### config.mk
export PLATFORM = sky130hd
export DESIGN_NAME = cl_tcdm_port_buffer_flat
export DESIGN_NICKNAME = d
export VERILOG_FILES = /design/src/rtl/cl_tcdm_port_buffer_pkg.sv /design/src/rtl/cl_tcdm_port_buffer_if.sv /design/src/rtl/cl_tcdm_port_buffer_lane_fifo.sv /design/src/rtl/cl_tcdm_port_buffer.sv /design/src/flat_wrapper.sv
export SDC_FILE = /design/constraint.sdc
export NUM_CORES = 1
export LEC_CHECK = 0
export ABC_AREA = 1
export CORE_MARGIN = 8
export CORE_UTILIZATION = 47
export DETAILED_ROUTE_END_ITERATION = 7
export PLACE_DENSITY = 0.76
export SLEW_MARGIN = 20
export SYNTH_ARGS = -nofsm -noshare
export SYNTH_HDL_FRONTEND = slang
export SYNTH_HIERARCHICAL = 1
export SYNTH_SLANG_ARGS = --single-unit
### constraint.sdc
create_clock -name clk_i -period 4.59 [get_ports clk_i]
set_input_delay 0.459 -clock clk_i [delete_from_list [all_inputs] [get_ports clk_i]]
set_output_delay 0.459 -clock clk_i [all_outputs]
set_load 0.02 [all_outputs]
### src/rtl/cl_tcdm_port_buffer_pkg.sv
// Shared types and widths for the TCDM port buffer: one request beat as a packed struct.
package cl_tcdm_buf_pkg;

    localparam int TCDM_DW  = 32;
    localparam int TCDM_AW  = 32;
    localparam int TCDM_BEW = 4;

    // One queued TCDM request. wen follows TCDM convention: 1 = read, 0 = write.
    typedef struct packed {
        logic [TCDM_AW-1:0]  add;
        logic                wen;
        logic [TCDM_DW-1:0]  wdata;
        logic [TCDM_BEW-1:0] be;
    } tcdm_req_t;

endpackage

### src/rtl/cl_tcdm_port_buffer_if.sv
// Multi-lane TCDM bus bundle. Each lane is an independent req/gnt channel.
// Handshake: a request transfers on a cycle where req and gnt are both high;
// while req is high and gnt low the request fields stay stable. Responses
// (r_valid/r_rdata) are one-cycle pulses, in order, and are always accepted.
interface cl_tcdm_port_buffer_if
    import cl_tcdm_buf_pkg::*;
#(
    parameter int NB_PORTS = 4
);
    logic [NB_PORTS-1:0]               req;
    logic [NB_PORTS-1:0][TCDM_AW-1:0]  add;
    logic [NB_PORTS-1:0]               wen;
    logic [NB_PORTS-1:0][TCDM_DW-1:0]  wdata;
    logic [NB_PORTS-1:0][TCDM_BEW-1:0] be;
    logic [NB_PORTS-1:0]               gnt;
    logic [NB_PORTS-1:0]               r_valid;
    logic [NB_PORTS-1:0][TCDM_DW-1:0]  r_rdata;

    modport master (
        output req, add, wen, wdata, be,
        input  gnt, r_valid, r_rdata
    );

    modport slave (
        input  req, add, wen, wdata, be,
        output gnt, r_valid, r_rdata
    );
endinterface

### src/rtl/cl_tcdm_port_buffer_lane_fifo.sv
// Per-lane request FIFO. No bypass: a pushed entry appears at head one cycle later.
module cl_tcdm_lane_fifo
    import cl_tcdm_buf_pkg::*;
#(
    parameter int DEPTH = 4
) (
    input  logic      clk_i,
    input  logic      rst_i,
    input  logic      push,
    input  tcdm_req_t wdata,
    input  logic      pop,
    output tcdm_req_t head,
    output logic      full,
    output logic      empty
);
    localparam int PW = $clog2(DEPTH);
    localparam int CW = $clog2(DEPTH + 1);

    tcdm_req_t      mem [DEPTH];
    logic [PW-1:0]  wr_ptr;
    logic [PW-1:0]  rd_ptr;
    logic [CW-1:0]  count;
    logic           push_ok;
    logic           pop_ok;

    assign full    = (count == CW'(DEPTH));
    assign empty   = (count == '0);
    assign push_ok = push & ~full;
    assign pop_ok  = pop & ~empty;
    assign head    = mem[rd_ptr];

    // Pointer and occupancy tracking; DEPTH is a power of two so pointers wrap naturally.
    always_ff @(posedge clk_i) begin
        if (rst_i) begin
            wr_ptr <= '0;
            rd_ptr <= '0;
            count  <= '0;
        end else begin
            if (push_ok) wr_ptr <= wr_ptr + PW'(1);
            if (pop_ok)  rd_ptr <= rd_ptr + PW'(1);
            count <= count + CW'(push_ok) - CW'(pop_ok);
        end
    end

    // Storage write; contents need no reset since occupancy gates visibility.
    always_ff @(posedge clk_i) begin
        if (push_ok) mem[wr_ptr] <= wdata;
    end
endmodule

### src/rtl/cl_tcdm_port_buffer.sv
// Per-lane request buffer between the AXI-to-TCDM converter and the cluster
// TCDM interconnect. Each lane queues requests, limits granted-but-unanswered
// requests, and forwards responses unchanged. busy_o/err_o aggregate lanes.
module cl_tcdm_port_buffer
    import cl_tcdm_buf_pkg::*;
#(
    parameter int NB_PORTS        = 4,
    parameter int DEPTH           = 4,
    parameter int MAX_OUTSTANDING = 4
) (
    input  logic                   clk_i,
    input  logic                   rst_i,
    cl_tcdm_port_buffer_if.slave   slv,
    cl_tcdm_port_buffer_if.master  mst,
    output logic                   busy_o,
    output logic                   err_o
);
    localparam int CNT_W = $clog2(MAX_OUTSTANDING + 1);

    tcdm_req_t           push_data [NB_PORTS];
    tcdm_req_t           head      [NB_PORTS];
    logic                full      [NB_PORTS];
    logic                empty     [NB_PORTS];
    logic [CNT_W-1:0]    cnt_q     [NB_PORTS];

    logic [NB_PORTS-1:0] push;
    logic [NB_PORTS-1:0] pop;
    logic [NB_PORTS-1:0] issue;
    logic [NB_PORTS-1:0] gnt;
    logic [NB_PORTS-1:0] err_hit;

    logic [NB_PORTS-1:0]               req_vec;
    logic [NB_PORTS-1:0][TCDM_AW-1:0]  add_vec;
    logic [NB_PORTS-1:0]               wen_vec;
    logic [NB_PORTS-1:0][TCDM_DW-1:0]  wdata_vec;
    logic [NB_PORTS-1:0][TCDM_BEW-1:0] be_vec;

    for (genvar g = 0; g < NB_PORTS; g++) begin : g_lane
        cl_tcdm_lane_fifo #(
            .DEPTH (DEPTH)
        ) u_fifo (
            .clk_i (clk_i),
            .rst_i (rst_i),
            .push  (push[g]),
            .wdata (push_data[g]),
            .pop   (pop[g]),
            .head  (head[g]),
            .full  (full[g]),
            .empty (empty[g])
        );
    end

    // Per-lane accept, issue gating, pop and protocol-error detection.
    always_comb begin
        for (int i = 0; i < NB_PORTS; i++) begin
            push_data[i] = '{add: slv.add[i], wen: slv.wen[i], wdata: slv.wdata[i], be: slv.be[i]};
            gnt[i]       = ~full[i];
            push[i]      = slv.req[i] & ~full[i];
            issue[i]     = ~empty[i] & (cnt_q[i] < CNT_W'(MAX_OUTSTANDING));
            pop[i]       = issue[i] & mst.gnt[i];
            // A pop in the same cycle covers the response, so it is not an error.
            err_hit[i]   = mst.r_valid[i] & (cnt_q[i] == '0) & ~pop[i];
            req_vec[i]   = issue[i];
            add_vec[i]   = head[i].add;
            wen_vec[i]   = head[i].wen;
            wdata_vec[i] = head[i].wdata;
            be_vec[i]    = head[i].be;
        end
    end

    assign slv.gnt     = gnt;
    assign slv.r_valid = mst.r_valid;
    assign slv.r_rdata = mst.r_rdata;
    assign mst.req     = req_vec;
    assign mst.add     = add_vec;
    assign mst.wen     = wen_vec;
    assign mst.wdata   = wdata_vec;
    assign mst.be      = be_vec;

    // Outstanding counters: +1 per issued request, -1 per response, saturating at 0.
    always_ff @(posedge clk_i) begin
        for (int i = 0; i < NB_PORTS; i++) begin
            if (rst_i) begin
                cnt_q[i] <= '0;
            end else begin
                case ({pop[i], mst.r_valid[i]})
                    2'b10:   cnt_q[i] <= cnt_q[i] + CNT_W'(1);
                    2'b01:   if (cnt_q[i] != '0) cnt_q[i] <= cnt_q[i] - CNT_W'(1);
                    default: cnt_q[i] <= cnt_q[i];
                endcase
            end
        end
    end

    // Sticky error flag for responses that match no outstanding request.
    always_ff @(posedge clk_i) begin
        if (rst_i) err_o <= 1'b0;
        else if (|err_hit) err_o <= 1'b1;
    end

    // Busy whenever any lane has queued or in-flight work (state only).
    always_comb begin
        busy_o = 1'b0;
        for (int i = 0; i < NB_PORTS; i++) begin
            if (!empty[i] || (cnt_q[i] != '0)) busy_o = 1'b1;
        end
    end
endmodule
### src/flat_wrapper.sv
// flat-port wrapper written by rule: the top's interface ports become plain ports
module cl_tcdm_port_buffer_flat import cl_tcdm_buf_pkg::*;
#(
    parameter int NB_PORTS        = 4,
    parameter int DEPTH           = 4,
    parameter int MAX_OUTSTANDING = 4
)
  (clk_i, rst_i, busy_o, err_o, slv_req, slv_add, slv_wen, slv_wdata, slv_be, slv_gnt, slv_r_valid, slv_r_rdata, mst_req, mst_add, mst_wen, mst_wdata, mst_be, mst_gnt, mst_r_valid, mst_r_rdata);
  cl_tcdm_port_buffer_if #(.NB_PORTS(NB_PORTS)) slv_i ();
  cl_tcdm_port_buffer_if #(.NB_PORTS(NB_PORTS)) mst_i ();
  input  logic clk_i;
  input  logic rst_i;
  output logic busy_o;
  output logic err_o;
  input wire logic [$bits(slv_i.req)-1:0] slv_req;
  input wire logic [$bits(slv_i.add)-1:0] slv_add;
  input wire logic [$bits(slv_i.wen)-1:0] slv_wen;
  input wire logic [$bits(slv_i.wdata)-1:0] slv_wdata;
  input wire logic [$bits(slv_i.be)-1:0] slv_be;
  output wire logic [$bits(slv_i.gnt)-1:0] slv_gnt;
  output wire logic [$bits(slv_i.r_valid)-1:0] slv_r_valid;
  output wire logic [$bits(slv_i.r_rdata)-1:0] slv_r_rdata;
  output wire logic [$bits(mst_i.req)-1:0] mst_req;
  output wire logic [$bits(mst_i.add)-1:0] mst_add;
  output wire logic [$bits(mst_i.wen)-1:0] mst_wen;
  output wire logic [$bits(mst_i.wdata)-1:0] mst_wdata;
  output wire logic [$bits(mst_i.be)-1:0] mst_be;
  input wire logic [$bits(mst_i.gnt)-1:0] mst_gnt;
  input wire logic [$bits(mst_i.r_valid)-1:0] mst_r_valid;
  input wire logic [$bits(mst_i.r_rdata)-1:0] mst_r_rdata;
  assign slv_i.req = slv_req;
  assign slv_i.add = slv_add;
  assign slv_i.wen = slv_wen;
  assign slv_i.wdata = slv_wdata;
  assign slv_i.be = slv_be;
  assign slv_gnt = slv_i.gnt;
  assign slv_r_valid = slv_i.r_valid;
  assign slv_r_rdata = slv_i.r_rdata;
  assign mst_req = mst_i.req;
  assign mst_add = mst_i.add;
  assign mst_wen = mst_i.wen;
  assign mst_wdata = mst_i.wdata;
  assign mst_be = mst_i.be;
  assign mst_i.gnt = mst_gnt;
  assign mst_i.r_valid = mst_r_valid;
  assign mst_i.r_rdata = mst_r_rdata;
  cl_tcdm_port_buffer #(.NB_PORTS(NB_PORTS), .DEPTH(DEPTH), .MAX_OUTSTANDING(MAX_OUTSTANDING)) u_core (.clk_i(clk_i), .rst_i(rst_i), .slv(slv_i), .mst(mst_i), .busy_o(busy_o), .err_o(err_o));
endmodule
# --- Word-level counts from Yosys, hierarchy flattened ---
# Memory sizes are Yosys's and may differ from the RTL's. A register that Yosys moved wholly into a read port is not among the register bits.
# Index checks and enable logic that the tools add are counted.
# W data, S select, Z words.
op_classes:
  n_lt_le_gt_ge: 4
  bitwise_logic: 52
  eq_ne: 12
  reduce_logical: 25
  addsub: 24
  muxes: 74
ops:
  columns: ["op", "n"]
  rows:
  - ["$mux W1", 54]
  - ["$mux W3", 12]
  - ["$and A1 B1 Y1", 28]
  - ["$logic_not A3 Y1", 8]
  - ["$add A2 B1 Y2 const B", 8]
  - ["$mux W2", 8]
  - ["$add A3 B1 Y3", 4]
  - ["$add A3 B1 Y3 const B", 4]
  - ["$eq A3 B3 Y1 const B", 4]
  - ["$lt A3 B3 Y1 const B", 4]
  - ["$not A1 Y1", 12]
  - ["$or A1 B1 Y1", 12]
  - ["$reduce_bool A3 Y1", 4]
  - ["$sub A3 B1 Y3", 4]
  - ["$sub A3 B1 Y3 const B", 4]
  - ["$eq A2 B1 Y1 const B", 4]
  - ["$eq A2 B2 Y1 const B", 4]
  - ["$reduce_or A2 Y1", 4]
  - ["$logic_not A1 Y1", 4]
  - ["$logic_or A1 B1 Y1", 4]
  - ["$reduce_or A4 Y1", 1]
totals:
  word_cells: 209
  output_inout_bits: 418
  ram_bits: 1116
  regBits: 29
  input_bits: 418
  n_memories: 5
memory_table:
  columns: ["name", "words", "word_bits", "rd", "rd_clocked_by_memory_dff", "write_ports", "line", "source"]
  rows:
  - ["u_core.g_lane[0].u_fifo.mem", 4, 69, 1, 1, 1, "cl_tcdm_port_buffer_lane_fifo.sv:19", "tcdm_req_t mem [DEPTH];"]
  - ["u_core.g_lane[1].u_fifo.mem", 4, 69, 1, 1, 1, "cl_tcdm_port_buffer_lane_fifo.sv:19", null]
  - ["u_core.g_lane[2].u_fifo.mem", 4, 69, 1, 1, 1, "cl_tcdm_port_buffer_lane_fifo.sv:19", null]
  - ["u_core.g_lane[3].u_fifo.mem", 4, 69, 1, 1, 1, "cl_tcdm_port_buffer_lane_fifo.sv:19", null]
  - ["u_core.cnt_q", 4, 3, 4, 0, 4, "cl_tcdm_port_buffer.sv:24", "logic [CNT_W-1:0] cnt_q [NB_PORTS];"]

# --- Depth between registers and ports, before layout ---
# Gate-level depths: netlist (run 1).
logic_depth:
  ltp_word: 11
  ltp_mapped: 15
  depth_no_buf: 15

# --- By module ---
# The synthesis (run 1) kept the hierarchy.
modules_own_cells:
  columns: ["mod", "instances", "cells_per_inst", "area_per_inst_um2"]
  rows:
  - ["cl_tcdm_lane_fifo", 4, 736, 10722.8]
  - ["cl_tcdm_port_buffer", 1, 278, 2140.8]

# --- Worst setup path after synthesis (run 1) ---
# OpenSTA, ideal clock, no wires.
synth_path:
  path_type: "reg2reg"
  from: "register u_core.g_lane[1].u_fifo.count[1]"
  to: "memory u_core/g_lane[1].u_fifo/mem[0][0] in the netlist's numbering, enable pin"
  required_ns: 4.093
  path_buffers: 0
  arrival_ns: 3.844
  slack_ns: 0.249
  path_stages_with_launch: 7
  setup_time_ns: 0.497
  cell_sequence: "dfxtp_1 -> nor2_1 -> nand2_1 -> inv_1 -> nor2_1 -> nand2_1 -> nor2_1"
synth_lines:
  columns: ["item", "line", "source"]
  rows:
  - ["start, declared", "cl_tcdm_port_buffer_lane_fifo.sv:22", "logic [CW-1:0] count;"]
  - ["start signal, assigned", "cl_tcdm_port_buffer_lane_fifo.sv:41", "count <= count + CW'(push_ok) - CW'(pop_ok);"]
  - ["end, declared", "cl_tcdm_port_buffer_lane_fifo.sv:19", null]

==> impl_metrics.py, run 1 <==
metrics = {
    "synthesis": {
        "synth_top_family_by_area": "compound AO/OA/AOI/OAI gates",
        "synth.mux.area_fraction_pct": 0,
        "synth_fa_ha_area_share_pct": 1.36,
        "ys_warn_count": 6,
        "yosys.area.top_type": "edfxtp_1",
        "synth_top_area_share_pct": 74.4,
        "syn_area_um2": 45000,
        "synth-compound-area-share_pct": 10.4,
        "yosysSeqAreaShare_pct": 76.1,
        "synth_xor_area_share_pct": 0.117,
        "synth-simple-area-share_pct": 6.15,
        "ys_top_cells_by_area": "edfxtp_1, nor2_1, o21ai_0, o22ai_1, buf_4",
        "postSynthAreaPerCell_um2": 14.0,
        "netlist_instances": 3222,
        "synth_seq_cells": 1153,
        "ys_types": 31,
        "synth_nets": 3686,
    },
    "timing": {
        "finalSetupViolations": 0,
        "maxSlewViolCount": 0,
        "hold_violations": 0,
        "fin_setup_tns_ns": 0,
        "rsz0062_at_grt": "false",
        "finClkSkew_ns": 0.0209,
        "timing.final.crit_share_pct": 85.6,
        "worst_pin_slew_ns": 1.12,
        "finalWorstSetupSlack_ns": 0.663,
        "fmax_mhz": 255,
        "finalCriticalPeriod_ns": 3.93,
        "slew_headroom_pct": 25.5,
    },
    "cts": {
        "cts_tree": "yes",
        "cts_setup_buffers": 0,
        "clk_path_buf_depth": 3,
        "path_clk_slew_ns": 0.06,
        "cts_buffers": 113,
        "cts_sinks": 1153,
        "cts_repair_resize_count": 0,
        "hold_buffers": 0,
        "cts_root_buffer": "clkbuf_16",
        "htree_levels": 3,
        "clock_latency_ns": 0.69,
    },
    "route": {
        "wl_um": 123000,
        "drc_errors": 0,
        "firstDrtPassIters": 5,
        "viasPerCell": 5.47,
        "routedWlPerCell_um": 24.4,
        "drt_iter0_drc": 2393,
        "ant_nets": 0,
        "vias": 27563,
    },
    "critical_path": {
        "crit_path_end_kind": "primary output",
        "criticalPathCategory": "flip-flop to primary output",
        "slowest_stage": "dfxtp_4",
        "cpPeakStageDelay_ns": 0.89,
        "cp_top_family": "buffers and inverters",
        "cp_cell_sequence": "buf_4 -> o21ai_0 -> o22ai_1 -> clkdlybuf4s50_1",
        "worstSetupStartpointType": "flip-flop",
        "worst-endpoint-required_ns": 4.13,
        "reg2reg_depth": 7,
        "cp.arrival_ns": 3.47,
        "path_max_fanout": 81,
        "critPathBufInv": 2,
        "worst-path-stages": 4,
    },
    "hold_path": {
        "hold_depth": 1,
        "worstHoldPathType": "input port to flip-flop",
    },
    "floorplan": {
        "initial_utilization_pct": 47.4,
        "rows": 113,
        "fp.dieW_um": 326,
        "core_um2": 95000,
        "die_h_um": 326,
        "die_area_um2": 106000,
        "pin_count": 836,
    },
    "place": {
        "numPortBuffers": 579,
        "gp_congestion": 0.854,
        "place_inst": 4807,
        "pre_cts_ws_ns": 1.37,
        "hpwl_um": 82200,
    },
    "cells_and_area": {
        "area_delta_synth_final_pct": 21.2,
        "final-instance-count-excl-fill": 5035,
        "nets": 4121,
        "drive_gt1_share_pct": 6.56,
    },
    "power": {
        "ir_drop_uv": 448,
        "power.total_mw": 30.0,
        "p_leak_nw": 18.5,
        "p_per_area_nw_per_um2": 550,
    },
    "global_routing": {
        "grt_antenna_before_repair": 23,
        "grt_usage_pct": 22.1,
        "grt_overflow_total": 0,
        "grt_pass1_vias": 27440,
        "grt_pass1_wl_um": 178000,
        "grt_max_degree": 82,
    },
    "run_status": {
        "status": "finished, final reports clean",
    },
    "flow_run": {
        "maxCapViolCount": 0,
    },
}
-- power breakdown --
part           switching, mW  internal, mW  total (mW)  leakage (nW)
registers              0.469          13.1        13.5          10.5
logic                   4.75          2.81        7.56          6.17
clock network           3.82          5.14        8.96          1.75
total                   9.04          21.0        30.0          18.5
-- metrics by stage --
step           utilization [%]  cell area (um^2)  hold slack [ns]
5_1_grt                   57.4             54600            0.366
6_report                  57.4             54600            0.405
4_1_cts                   57.4             54500            0.347
2_1_floorplan                -             45000            0.448
3_3_place_gp              53.6             50900            0.461
3_5_place_dp              53.6             50900            0.468
-- path summary, 6_finish.rpt --
path,slack [ns],end,start
min reg2reg,0.49,u_core/g_lane[3].u_fifo/rd_ptr[0],u_core/g_lane[3].u_fifo/rd_ptr[0]
min,0.41,u_core/g_lane[1].u_fifo/mem[0][19],slv_wdata[47]
max,0.66,mst_wdata[105],flip-flop
max reg2reg,1.83,u_core/g_lane[3].u_fifo/mem[2][63],u_core/g_lane[3].u_fifo/count[1]
-- sequential cells by signal (all words and copies together), names as in the netlist, named ones only --
name                         flops
u_core/g_lane.u_fifo/rd_ptr      8
u_core/g_lane.u_fifo/wr_ptr      8
u_core/cnt_q                    12
u_core/err_o                     1
u_core/g_lane.u_fifo/count      12
u_core/g_lane.u_fifo/mem      1104
-- logic make-up after synthesis --
family / Yosys count
DFF: 1153
xor gates and xnor gates: 6
adders and majority gates: 46
and+or+nand+nor: 726
AOI/OAI and AO/OA: 866
buffers and inverters: 425
-- Yosys cell counts --
cell,count
buf_2,32
inv_4,4
nand2_2,1
buf_8,4
clkbuf_2,12
and2_1,1
o21ai_1,212
clkbuf_1,56
ha_1,41
nand2_1,70
xnor2_1,2
nor2_1,628
a21boi_2,1
fa_1,5
nand3_2,1
nor3_1,1
o31ai_2,1
o22ai_1,276
inv_1,107
o21ai_0,351
clkbuf_8,1
a21oi_1,24
edfxtp_1,1116
buf_6,44
buf_4,160
nand3_1,22
inv_2,5
dfxtp_1,37
nand4_1,2
o21ai_2,1
xor2_1,4
-- cell usage in the layout, fill, tap and decap left out, types with 35 or more instances in the layout --
cell type	n
o21ai_0	351
edfxtp_1	1116
buf_4	35
ha_1	41
clkbuf_16	115
o21ai_1	212
clkdlybuf4s50_1	579
inv_1	107
o22ai_1	276
nor2_1	612
nand2_1	70
-- layout make-up --
| class | count | area (um^2) |
|---|---|---|
| diodes | 20 | 50.0 |
| clock buffers | 132 | 2940 |
| clock inverters | 76 | 669 |
| fillers | 7204 | 40400 |
| inverters | 116 | 448 |
| multi-input cells | 1644 | 8250 |
| flip-flops and latches | 1153 | 34300 |
| well taps | 1265 | 1580 |
| repair buffers | 629 | 6360 |
-- routing by layer --
metal  track usage (%)  vias up  part of all wire [%]
li1                  -    12644                     -
met1              23.0    13397                    34
met5             0.272        -                 0.067
met2              37.7     1258                    50
met4              11.6       12                   5.6
met3              9.52      252                    11
No activity file was read; power rests on OpenSTA's default activity.
==> run 2, diff against run 1 <==
--- a/config.mk
+++ b/config.mk
@@ -9,6 +9,7 @@
 export CORE_MARGIN = 8
 export CORE_UTILIZATION = 47
 export DETAILED_ROUTE_END_ITERATION = 7
+export GPL_TIMING_DRIVEN = 0
 export PLACE_DENSITY = 0.76
 export SLEW_MARGIN = 20
 export SYNTH_ARGS = -nofsm -noshare
==> run 2 against run 1 <==
  * Non-clock buffer count rose by 436
  * First-iteration DRC count is 40% higher
  * Setup slack improved by 0.27 ns
  * Critical path type unchanged
  * Largest cell class unchanged
==> impl_metrics.py, run 2 (synthesis results as in run 1) <==
metrics = {
    "route": {
        "vias": 30015,
        "wl_um": 136000,
        "ant_nets": 0,
        "viasPerCell": 5.49,
        "highest_layer": "met5",
        "met3WireLength_um": 12400,
        "drt_iter0_drc": 3356,
        "wl_met2_um": 68400,
        "routedWlPerCell_um": 24.8,
        "drc_errors": 0,
        "wl_met1_um": 47600,
        "firstDrtPassIters": 8,
    },
    "floorplan": {
        "core_um2": 95000,
        "pin_count": 836,
        "die_h_um": 326,
        "die_area_um2": 106000,
        "rows": 113,
        "fp.dieW_um": 326,
        "initial_utilization_pct": 47.4,
    },
    "place": {
        "numPortBuffers": 707,
        "place_inst": 5243,
        "place_area_um2": 54900,
        "gp_congestion": 0.864,
        "hpwl_um": 96600,
        "pre_cts_ws_ns": 1.48,
    },
    "timing": {
        "worst_pin_slew_ns": 0.709,
        "finalSetupViolations": 0,
        "finalWorstSetupSlack_ns": 0.932,
        "finClkSkew_ns": 0.0221,
        "timing.final.crit_share_pct": 79.7,
        "fmax_mhz": 273,
        "slew_headroom_pct": 52.6,
        "finalCriticalPeriod_ns": 3.66,
        "rsz0062_at_grt": "false",
        "whs_ns": 0.393,
        "maxSlewViolCount": 0,
        "hold_violations": 0,
        "fin_setup_tns_ns": 0,
    },
    "cells_and_area": {
        "drive_gt1_share_pct": 12.1,
        "layout_commonest_cell": "edfxtp_1",
        "nFillCells": 6893,
        "multi_input_area_um2": 8250,
        "final_util_pct": 62.0,
        "design_area_um2": 58900,
        "nets": 4556,
        "largest_register_ffs": 1104,
        "top_register": "u_core/g_lane.u_fifo/mem",
        "final-instance-count-excl-fill": 5471,
        "register_area_um2": 34300,
        "reg_top3": "u_core/g_lane.u_fifo/mem x1104, u_core/cnt_q x12, u_core/g_lane.u_fifo/count x12",
        "area_delta_synth_final_pct": 30.7,
        "mostFrequentLayoutCells": "edfxtp_1, clkdlybuf4s50_1, nor2_1, o21ai_0, o22ai_1",
    },
    "power": {
        "power_switching_mw": 9.78,
        "sequentialPowerShare_pct": 41.9,
        "ir_drop_uv": 469,
        "intPower_mw": 22.2,
        "p_leak_nw": 20.6,
        "p_per_area_nw_per_um2": 543,
        "pwr-share-comb_pct": 28.1,
        "power.total_mw": 32.0,
        "power.clock.fraction_pct": 30.0,
        "swShare_pct": 30.6,
    },
    "critical_path": {
        "path_max_fanout": 10,
        "crit_path_end_kind": "primary output",
        "cp_top_family": "buffers and inverters",
        "cp_cell_sequence": "inv_2 -> clkbuf_1 -> o21ai_0 -> o22ai_1 -> clkdlybuf4s50_1",
        "cp.arrival_ns": 3.20,
        "worst-endpoint-required_ns": 4.13,
        "cpPeakStageDelay_ns": 0.75,
        "worstSetupStartpointType": "flip-flop",
        "slowest_stage": "clkdlybuf4s50_1",
        "criticalPathCategory": "flip-flop to primary output",
        "critPathBufInv": 3,
    },
    "global_routing": {
        "grt_overflow_total": 0,
        "grt_usage_pct": 24.4,
        "grt_pass1_vias": 29770,
        "grt_pass1_wl_um": 196000,
        "grt_max_degree": 25,
        "grt_antenna_before_repair": 26,
    },
    "cts": {
        "cts_sinks": 1153,
        "cts_tree": "yes",
        "htree_levels": 3,
        "path_clk_slew_ns": 0.06,
        "cts_setup_buffers": 0,
        "clock_latency_ns": 0.69,
        "cts_root_buffer": "clkbuf_16",
        "hold_buffers": 0,
        "cts_repair_resize_count": 0,
        "clk_path_buf_depth": 3,
        "cts_buffers": 112,
    },
    "flow_run": {
        "maxCapViolCount": 0,
    },
    "run_status": {
        "status": "finished, final reports clean",
    },
    "hold_path": {
        "worstHoldPathType": "input port to flip-flop",
    },
}
## run 2: power by group through the flow
stage	Clock, mW	Combinational, mW	Sequential [mW]
2_1_floorplan	0	4.43	13.7
3_3_place_gp	0	8.41	13.8
3_5_place_dp	0	8.98	13.6
4_1_cts	9.73	9.04	13.4
5_1_grt	10.1	9.53	13.5
6_report	9.60	8.99	13.4
## run 2: path summary, 6_finish.rpt
path	startpoint	endpoint	slack, ns	cells past startpoint
worst min register to register	u_core/g_lane[3].u_fifo/rd_ptr[0]	u_core/g_lane[3].u_fifo/rd_ptr[0]	0.49	2
worst max-delay path	flip-flop	mst_wdata[10]	0.93	5
worst max register to register	u_core/g_lane[3].u_fifo/count[1]	u_core/g_lane[3].u_fifo/count[1]	1.57	14
worst min-delay path	slv_add[48]	u_core/g_lane[1].u_fifo/mem[0][53]	0.39	1
## run 2: worst reg2reg max path, cell delays in order, from the launching register on
cell and delay (ns):
dfxtp_1 0.36, nor2_1 0.07, nand2_1 0.15, inv_1 0.13, nor2_1 0.57, nand2_1 0.26
inv_1 0.24, inv_1 0.06, nor2_1 0.10, ha_1 0.23, inv_1 0.06, ha_1 0.16
fa_1 0.42, inv_1 0.06, nor2_1 0.03
## run 2: routing by layer
| metal | up-vias | track usage (%) |
|---|---|---|
| li1 | 13509 | - |
| met1 | 14719 | 27.7 |
| met2 | 1508 | 41.6 |
| met3 | 265 | 7.23 |
| met4 | 14 | 12.6 |
| met5 | - | 0 |
## run 2: layout make-up
| type | count | share of cell area, % |
|---|---|---|
| Antenna cell | 18 | 0.0765 |
| Inverter | 116 | 0.757 |
| Sequential cell | 1153 | 58.2 |
| Clock inverter | 74 | 1.63 |
| Clock buffer | 136 | 4.97 |
| Multi-Input combinational cell | 1644 | 14.0 |
| Tap cell | 1265 | 2.69 |
| Buffer | 309 | 3.74 |
| Timing Repair Buffer | 756 | 13.9 |
